`src/rtl/proc_control.sv`:
```
// Instruction sequencer for the 16-bit simple processor.
// Fetches an instruction from din, then walks it through T-states while
// driving the bus-source select, load enables, ALU op and memory strobe.
//
// state | meaning
// T0    | idle / fetch; run=1 loads IR from din
// T1    | first execute step (all opcodes)
// T2    | second step: add/sub ALU, st write, ld memory wait
// T3    | final write-back for add/sub and ld
module proc_control #(
  parameter int DATA_W   = 16,
  parameter int MEM_WAIT = 1
) (
  input  logic              clock,
  input  logic              resetn,
  input  logic              run,
  input  logic [DATA_W-1:0] din,
  input  logic              g_nz,
  output logic [10:0]       bus_sel,
  output logic              ir_in,
  output logic [7:0]        r_in,
  output logic              a_in,
  output logic              g_in,
  output logic [1:0]        alu_op,
  output logic              addr_in,
  output logic              mem_we,
  output logic              done
);

  typedef enum logic [1:0] {T0 = 2'd0, T1 = 2'd1, T2 = 2'd2, T3 = 2'd3} state_t;

  localparam logic [3:0] OP_MV   = 4'd0;
  localparam logic [3:0] OP_MVI  = 4'd1;
  localparam logic [3:0] OP_ADD  = 4'd2;
  localparam logic [3:0] OP_SUB  = 4'd3;
  localparam logic [3:0] OP_LD   = 4'd4;
  localparam logic [3:0] OP_ST   = 4'd5;
  localparam logic [3:0] OP_MVNZ = 4'd6;

  localparam logic [2:0] WAIT_INIT = 3'(MEM_WAIT);

  localparam int SEL_DIN = 0;
  localparam int SEL_G   = 9;
  localparam int SEL_MEM = 10;

  state_t     state_q, state_d;
  // Only the opcode/rx/ry fields (din[15:6]) are kept; the low six bits are don't-care.
  logic [9:0] ir_q, ir_d;
  logic [2:0] wait_q, wait_d;

  logic [3:0] opcode;
  logic [2:0] rx, ry;
  logic       unused_din;

  assign opcode     = ir_q[9:6];
  assign rx         = ir_q[5:3];
  assign ry         = ir_q[2:0];
  assign unused_din = ^din;

  // State, IR and ld wait counter registers
  always_ff @(posedge clock or negedge resetn) begin
    if (!resetn) begin
      state_q <= T0;
      ir_q    <= '0;
      wait_q  <= '0;
    end else begin
      state_q <= state_d;
      ir_q    <= ir_d;
      wait_q  <= wait_d;
    end
  end

  // Next-state, IR capture and wait counter sequencing
  always_comb begin
    state_d = state_q;
    ir_d    = ir_q;
    wait_d  = wait_q;
    case (state_q)
      T0: begin
        if (run) begin
          ir_d    = din[15:6];
          state_d = T1;
        end
      end
      T1: begin
        case (opcode)
          OP_ADD, OP_SUB, OP_ST: state_d = T2;
          OP_LD: begin
            wait_d  = WAIT_INIT;
            state_d = (MEM_WAIT == 0) ? T3 : T2;
          end
          default: state_d = T0;
        endcase
      end
      T2: begin
        case (opcode)
          OP_ADD, OP_SUB: state_d = T3;
          // Counter loaded with MEM_WAIT gives exactly MEM_WAIT idle cycles in T2.
          OP_LD: begin
            if (wait_q <= 3'd1) begin
              wait_d  = '0;
              state_d = T3;
            end else begin
              wait_d = wait_q - 3'd1;
            end
          end
          default: state_d = T0;
        endcase
      end
      default: state_d = T0;
    endcase
  end

  // Output decode; everything held low while reset is asserted
  always_comb begin
    bus_sel = '0;
    ir_in   = 1'b0;
    r_in    = '0;
    a_in    = 1'b0;
    g_in    = 1'b0;
    alu_op  = 2'b00;
    addr_in = 1'b0;
    mem_we  = 1'b0;
    done    = 1'b0;
    if (resetn) begin
      case (state_q)
        T0: begin
          if (run) begin
            bus_sel[SEL_DIN] = 1'b1;
            ir_in            = 1'b1;
          end
        end
        T1: begin
          case (opcode)
            OP_MV: begin
              bus_sel[{1'b0, ry} + 4'd1] = 1'b1;
              r_in[rx]                   = 1'b1;
              done                       = 1'b1;
            end
            OP_MVI: begin
              bus_sel[SEL_DIN] = 1'b1;
              r_in[rx]         = 1'b1;
              done             = 1'b1;
            end
            OP_ADD, OP_SUB: begin
              bus_sel[{1'b0, rx} + 4'd1] = 1'b1;
              a_in                       = 1'b1;
            end
            OP_LD, OP_ST: begin
              bus_sel[{1'b0, ry} + 4'd1] = 1'b1;
              addr_in                    = 1'b1;
            end
            OP_MVNZ: begin
              if (g_nz) begin
                bus_sel[{1'b0, ry} + 4'd1] = 1'b1;
                r_in[rx]                   = 1'b1;
              end
              done = 1'b1;
            end
            default: done = 1'b1;
          endcase
        end
        T2: begin
          case (opcode)
            OP_ADD, OP_SUB: begin
              bus_sel[{1'b0, ry} + 4'd1] = 1'b1;
              g_in                       = 1'b1;
              alu_op                     = (opcode == OP_SUB) ? 2'b01 : 2'b00;
            end
            OP_ST: begin
              bus_sel[{1'b0, rx} + 4'd1] = 1'b1;
              mem_we                     = 1'b1;
              done                       = 1'b1;
            end
            default: ;
          endcase
        end
        T3: begin
          case (opcode)
            OP_ADD, OP_SUB: begin
              bus_sel[SEL_G] = 1'b1;
              r_in[rx]       = 1'b1;
              done           = 1'b1;
            end
            OP_LD: begin
              bus_sel[SEL_MEM] = 1'b1;
              r_in[rx]         = 1'b1;
              done             = 1'b1;
            end
            default: ;
          endcase
        end
        default: ;
      endcase
    end
  end

endmodule
```
`config.mk`:
```
export PLATFORM = sky130hd
export DESIGN_NAME = proc_control
export DESIGN_NICKNAME = d
export VERILOG_FILES = /design/src/rtl/proc_control.sv
export SDC_FILE = /design/constraint.sdc
export NUM_CORES = 1
export LEC_CHECK = 0
export ABC_AREA = 1
export CAP_MARGIN = 10
export CORE_ASPECT_RATIO = 0.75
export CORE_MARGIN = 4
export CORE_UTILIZATION = 40
export CTS_CLUSTER_DIAMETER = 150
export CTS_CLUSTER_SIZE = 20
export DETAILED_ROUTE_END_ITERATION = 8
export PLACE_DENSITY_LB_ADDON = 0.2
export SLEW_MARGIN = 40
export SYNTH_ARGS = -nofsm -noshare
export SYNTH_HDL_FRONTEND = slang
export SYNTH_SLANG_ARGS = --single-unit
```
`constraint.sdc`:
```
create_clock -name clock -period 4.8 [get_ports clock]
set_input_delay 1.44 -clock clock [delete_from_list [all_inputs] [get_ports clock]]
set_output_delay 1.44 -clock clock [all_outputs]
set_load 0.01 [all_outputs]
```
Yosys cells after proc, flatten, opt, wreduce, memory -nomap -nowiden:

Index checks and enable logic that the tools add are counted.

* flip-flop bits (word level): 15
* logic and storage cells: 92
* output and inout port bits: 27
* input bits: 20

* $add $sub $neg: 3
* equality and inequality tests: 13
* magnitude comparators: 7
* reduce and logical (&&, ||, !) cells: 15
* multiplexer cells: 51

Operators by type and width (count)
* 8-bit one-hot mux with 2 select lines: 3
* 10-bit one-hot mux with 3 select lines: 1
* 1-bit two-way mux: 24
* 8-bit two-way mux: 3
* 11-bit two-way mux: 2
* 11-bit one-hot mux with 2 select lines: 1
* 4-bit by 3-bit == test with 1-bit output, second input constant: 3
* 2-bit one-hot mux with 3 select lines: 2
* 4-bit by 5-bit < comparator with 1-bit output, second input constant: 2
* 3-bit two-way mux: 3
* 3-bit by 1-bit adder with 4-bit output, second input constant: 2
* 1-bit demux with 4-bit select: 2
* 4-bit by 2-bit == test with 1-bit output, second input constant: 2
* 4-bit by 1-bit >= comparator with 1-bit output, second input constant: 2
* 2-bit two-way mux: 4
* 2-bit inequality test, second input constant: 3
* 1-bit one-hot mux with 3 select lines: 2
* 3-bit one-hot mux with 2 select lines: 1
* 2-bit OR reduction: 3
* 3-bit OR reduction: 2
* 2-bit == test, second input constant: 2
* 4-bit by 1-bit == test with 1-bit output, second input constant: 1
* 4-bit zero test: 1
* 3-bit by 4-bit < comparator with 1-bit output, second input constant: 1
* other kinds (14): 17

Depth between registers and ports, before layout:

* word-level depth: 9
* depth in mapped cells: 9
* mapped depth without buffers: 9

Worst setup path before layout:

No wires, ideal clock.

* path type: input to output
* start point: input port run
* end point: output port bus_sel[0]
* buffers on the path: 1
* arrival: 2.084 ns
* cell stages on the path: 3
* slack: 1.276 ns
* data required time: 3.360 ns
* cells stage by stage: nand2_1 -> clkbuf_1 -> a211oi_1

* cells in the longest elaborated chain, start to end: 3

RTL lines
* from (decl): line 16 `input logic run,`
* 1-bit two-way mux: line 128 `if (run) begin`
* 1-bit one-hot mux with 3 select lines: line 126 `case (state_q)`
* 11-bit two-way mux: line 125 `if (resetn) begin`
* to (decl): line 19 `output logic [10:0] bus_sel,`

No other way between the ends.

Final worst setup path:

* start point: input port g_nz
* end point: output port bus_sel[4]

* cells in the longest elaborated chain, start to end: 4

RTL lines
* from (decl): line 18 `input logic g_nz,`
* 11-bit two-way mux: line 154 `if (g_nz) begin`
* 10-bit one-hot mux with 3 select lines: line 134 `case (opcode)`
* 8-bit one-hot mux with 2 select lines: line 126
* 11-bit two-way mux: line 125

No other way between the ends.

==> impl_results.md <==
- Initial core utilization: 0.432
- Vias in the first global route: 1520
- Ports: 47
- Worst-skew pair later-pin latency: 250 ps
- Post CTS Setup Buffer Count: 0
- Detailed Routing Iterations Pass 1: 4
- Post-synth top flop: dfrtp_1
- Most area-consuming cells after synthesis: dfrtp_1, nand2_1, nor2_1, inv_1, a21oi_1
- Largest area contributor in the netlist: dfrtp_1
- Normalized max-slew margin: 0.645
- Fillers: 342
- Worst-case vdd ir drop: 0.000296 V
- Number of distinct library cells after synthesis: 27
- Largest net degree at the start of global routing: 21
- Post-DP HPWL: 3.28 mm
- DR top layer: met4
- Wire length per cell: 12.1 um
- Die X: 78.2 um
- Setup TNS: 0 ps
- First-pass GRT wire length: 6.95 mm
- Worst hold path class: reg -> reg
- Vias per cell: 4.90
- Synth warn: 0
- Top cell type's share of synthesized area: 0.254
- Port-buffer cells: 39
- Worst Path Required: 3360 ps
- CTS root buf: clkbuf_8
- Count leader, synth: nand2_1
- Sink Count: 15
- Unrepaired setup endpoints after global routing: false
- Slew @ Worst Pin: 533 ps
- Area of the multi-input gates: 943 um2
- Die area: 0.00474 mm2
- Synth top cells by count: nand2_1, nor2_1, inv_1, a21oi_1, nand3_1
- CTS tree: built
- Core Area: 0.00342 mm2
- CP endpoint kind: output pin
- Hold-fix buffers, CTS: 0
- Core Rows: 18
- Hold path depth: 2
- EDFF count, synth: 0
- Setup WS pre-CTS: 217 ps
- Routed wl met3: 351 um
- Fmax: 218 MHz
- Final period utilization: 0.955
- Maximum fanout along the worst path: 6
- Placer Congestion: 0.972
- Reg2Reg Launch Point: state_q[1]$_DFFE_PN0P_
- # DRC: 0
- Share of post-route cells with drive strength above 1: 0.0785
- Worst Path Arrival: 3140 ps
- Register area: 375 um2
- Post-synth ARST share: 1.00
- H-Tree Depth: 1
- Post-route ant nets: 0
- Pins over their slew limit: 0
- Pwr Density: 442 mW/mm2
- Syn Area/Cell: 5.87 um2
- Final setup fails: 0
- Antenna violations before repair: 0
- Netlist Area Pre-Place: 0.00148 mm2
- Leak: 0.899 nW
- Wire length on met2: 1.71 mm
- Layout Area Growth over Synthesis: 34.2%
- Vias: 1682
- Critical R2R Capture: wait_q[2]$_DFFE_PN0P_
- Antenna diode count: 0
- Hold Fails Final Rpt: 0
- Worst R2R Path Depth: 7
- Clock Skew: 1.26 ps
- Clk slew on worst S/H paths: 70 ps
- Die Y: 60.7 um
- Hold endpoint: wait_q[2]$_DFFE_PN0P_
- CTS Buf Count: 3
- Minimum clock period: 4580 ps
- Status: complete, no violations
- Final setup margin: 216 ps
- Routed wire length: 4.15 mm
- Post-Syn Nets: 278
- Max Cap Violations: 0
- Flop2flop setup slack: 3000 ps
- CP startpoint kind: primary input
- Number of synthesized register bits: 15
- Worst Min Path Start: wait_q[2]$_DFFE_PN0P_
- Grt ovf: 0
- Crit path kind: in -> out
- Iter 0 DRT Violations: 159
- Gate Count Post-Synth: 252
- Nets@finish: 320
- Sequential fraction of the synthesis area: 0.254
- Post_cts resized: 0
- Total global-route track usage: 0.187
- M1 wire length: 2.06 mm
- CTS max path bufs: 2
[cell type report]
| cell class | instances | area share |
|---|---|---|
| tap | 50 | 0.0315 |
| sequential | 15 | 0.189 |
| clock inverter | 1 | 0.00378 |
| clock buffer | 3 | 0.0208 |
| inverter | 33 | 0.0637 |
| timing repair buffer | 44 | 0.216 |
| multi-input combinational | 197 | 0.475 |
[sequential cells by signal, summed over array words and instances (netlist names)]
name     count
ir_q        10
state_q      2
wait_q       3
[critical path, stage by stage]
cell,delay (ps)
clkdlybuf4s50_1,480
inv_1,110
nor3_1,180
nand2_1,70
nand3_1,80
nand2_1,50
a21oi_1,160
clkdlybuf4s50_1,560
[worst max-delay path by stage]
stage | start | to | slack [ps] | depth (start not counted)
after CTS | g_nz | bus_sel[4] | 200 | 8
after global routing | g_nz | bus_sel[4] | 100 | 8
after global placement | g_nz | bus_sel[4] | 220 | 8
final | g_nz | bus_sel[4] | 220 | 8
after floorplan | run | bus_sel[0] | 1280 | 3
after detailed placement | g_nz | bus_sel[4] | 220 | 8
[cells by family (layout without fill, tap and decap cells)]
logic type               Yosys count  count (layout)  share of synthesized area
AND/OR/NAND/NOR                  155             155                      0.456
buffers and inverters             40              81                      0.108
AO/OA/AOI/OAI                     34              34                      0.121
flip-flops                        15              15                      0.254
adder cells (fa/ha/maj)            6               6                     0.0508
other                              1               1                    0.00254
multiplexers                       1               1                    0.00761
[through the flow]
| step | area (um2) | hold slack [ps] | power, W | std cells | utilization |
|---|---|---|---|---|---|
| after floorplan | 1480 | 499 | 0.000623 | 252 | - |
| after CTS | 1980 | 559 | 0.000877 | 343 | 0.580 |
| after global placement | 1940 | 526 | 0.000758 | 339 | 0.565 |
| after global routing | 1980 | 622 | 0.000969 | 343 | 0.580 |
| final | 1980 | 555 | 0.000877 | 343 | 0.580 |
| after detailed placement | 1940 | 545 | 0.000764 | 339 | 0.565 |
[routing by layer]
metal | vias up | track usage
met4 | 0 | 0.0524
met3 | 2 | 0.0356
li1 | 873 | -
met1 | 750 | 0.275
met2 | 57 | 0.283
met5 | - | 0
[placed cells by master, fill, tap and decap left out, types with 2 or more instances in the layout]
master,count
clkdlybuf4s50_1,39
o21ai_0,4
nand4_1,2
nand3_1,23
o22ai_1,2
nor2_4,3
inv_1,31
nor2_1,53
o21ai_1,2
a21oi_1,23
buf_4,5
dfrtp_1,15
ha_1,6
nand2_4,2
nand2_2,5
nor3_1,3
nand2_1,62
clkbuf_8,3
[power breakdown]
part	switching (W)	internal, W
Combinational	0.000340	0.000166
Clock	0.0000501	0.0000584
Sequential	0.0000780	0.000185
Total	0.000468	0.000409
(Power assumes the default switching activity.)
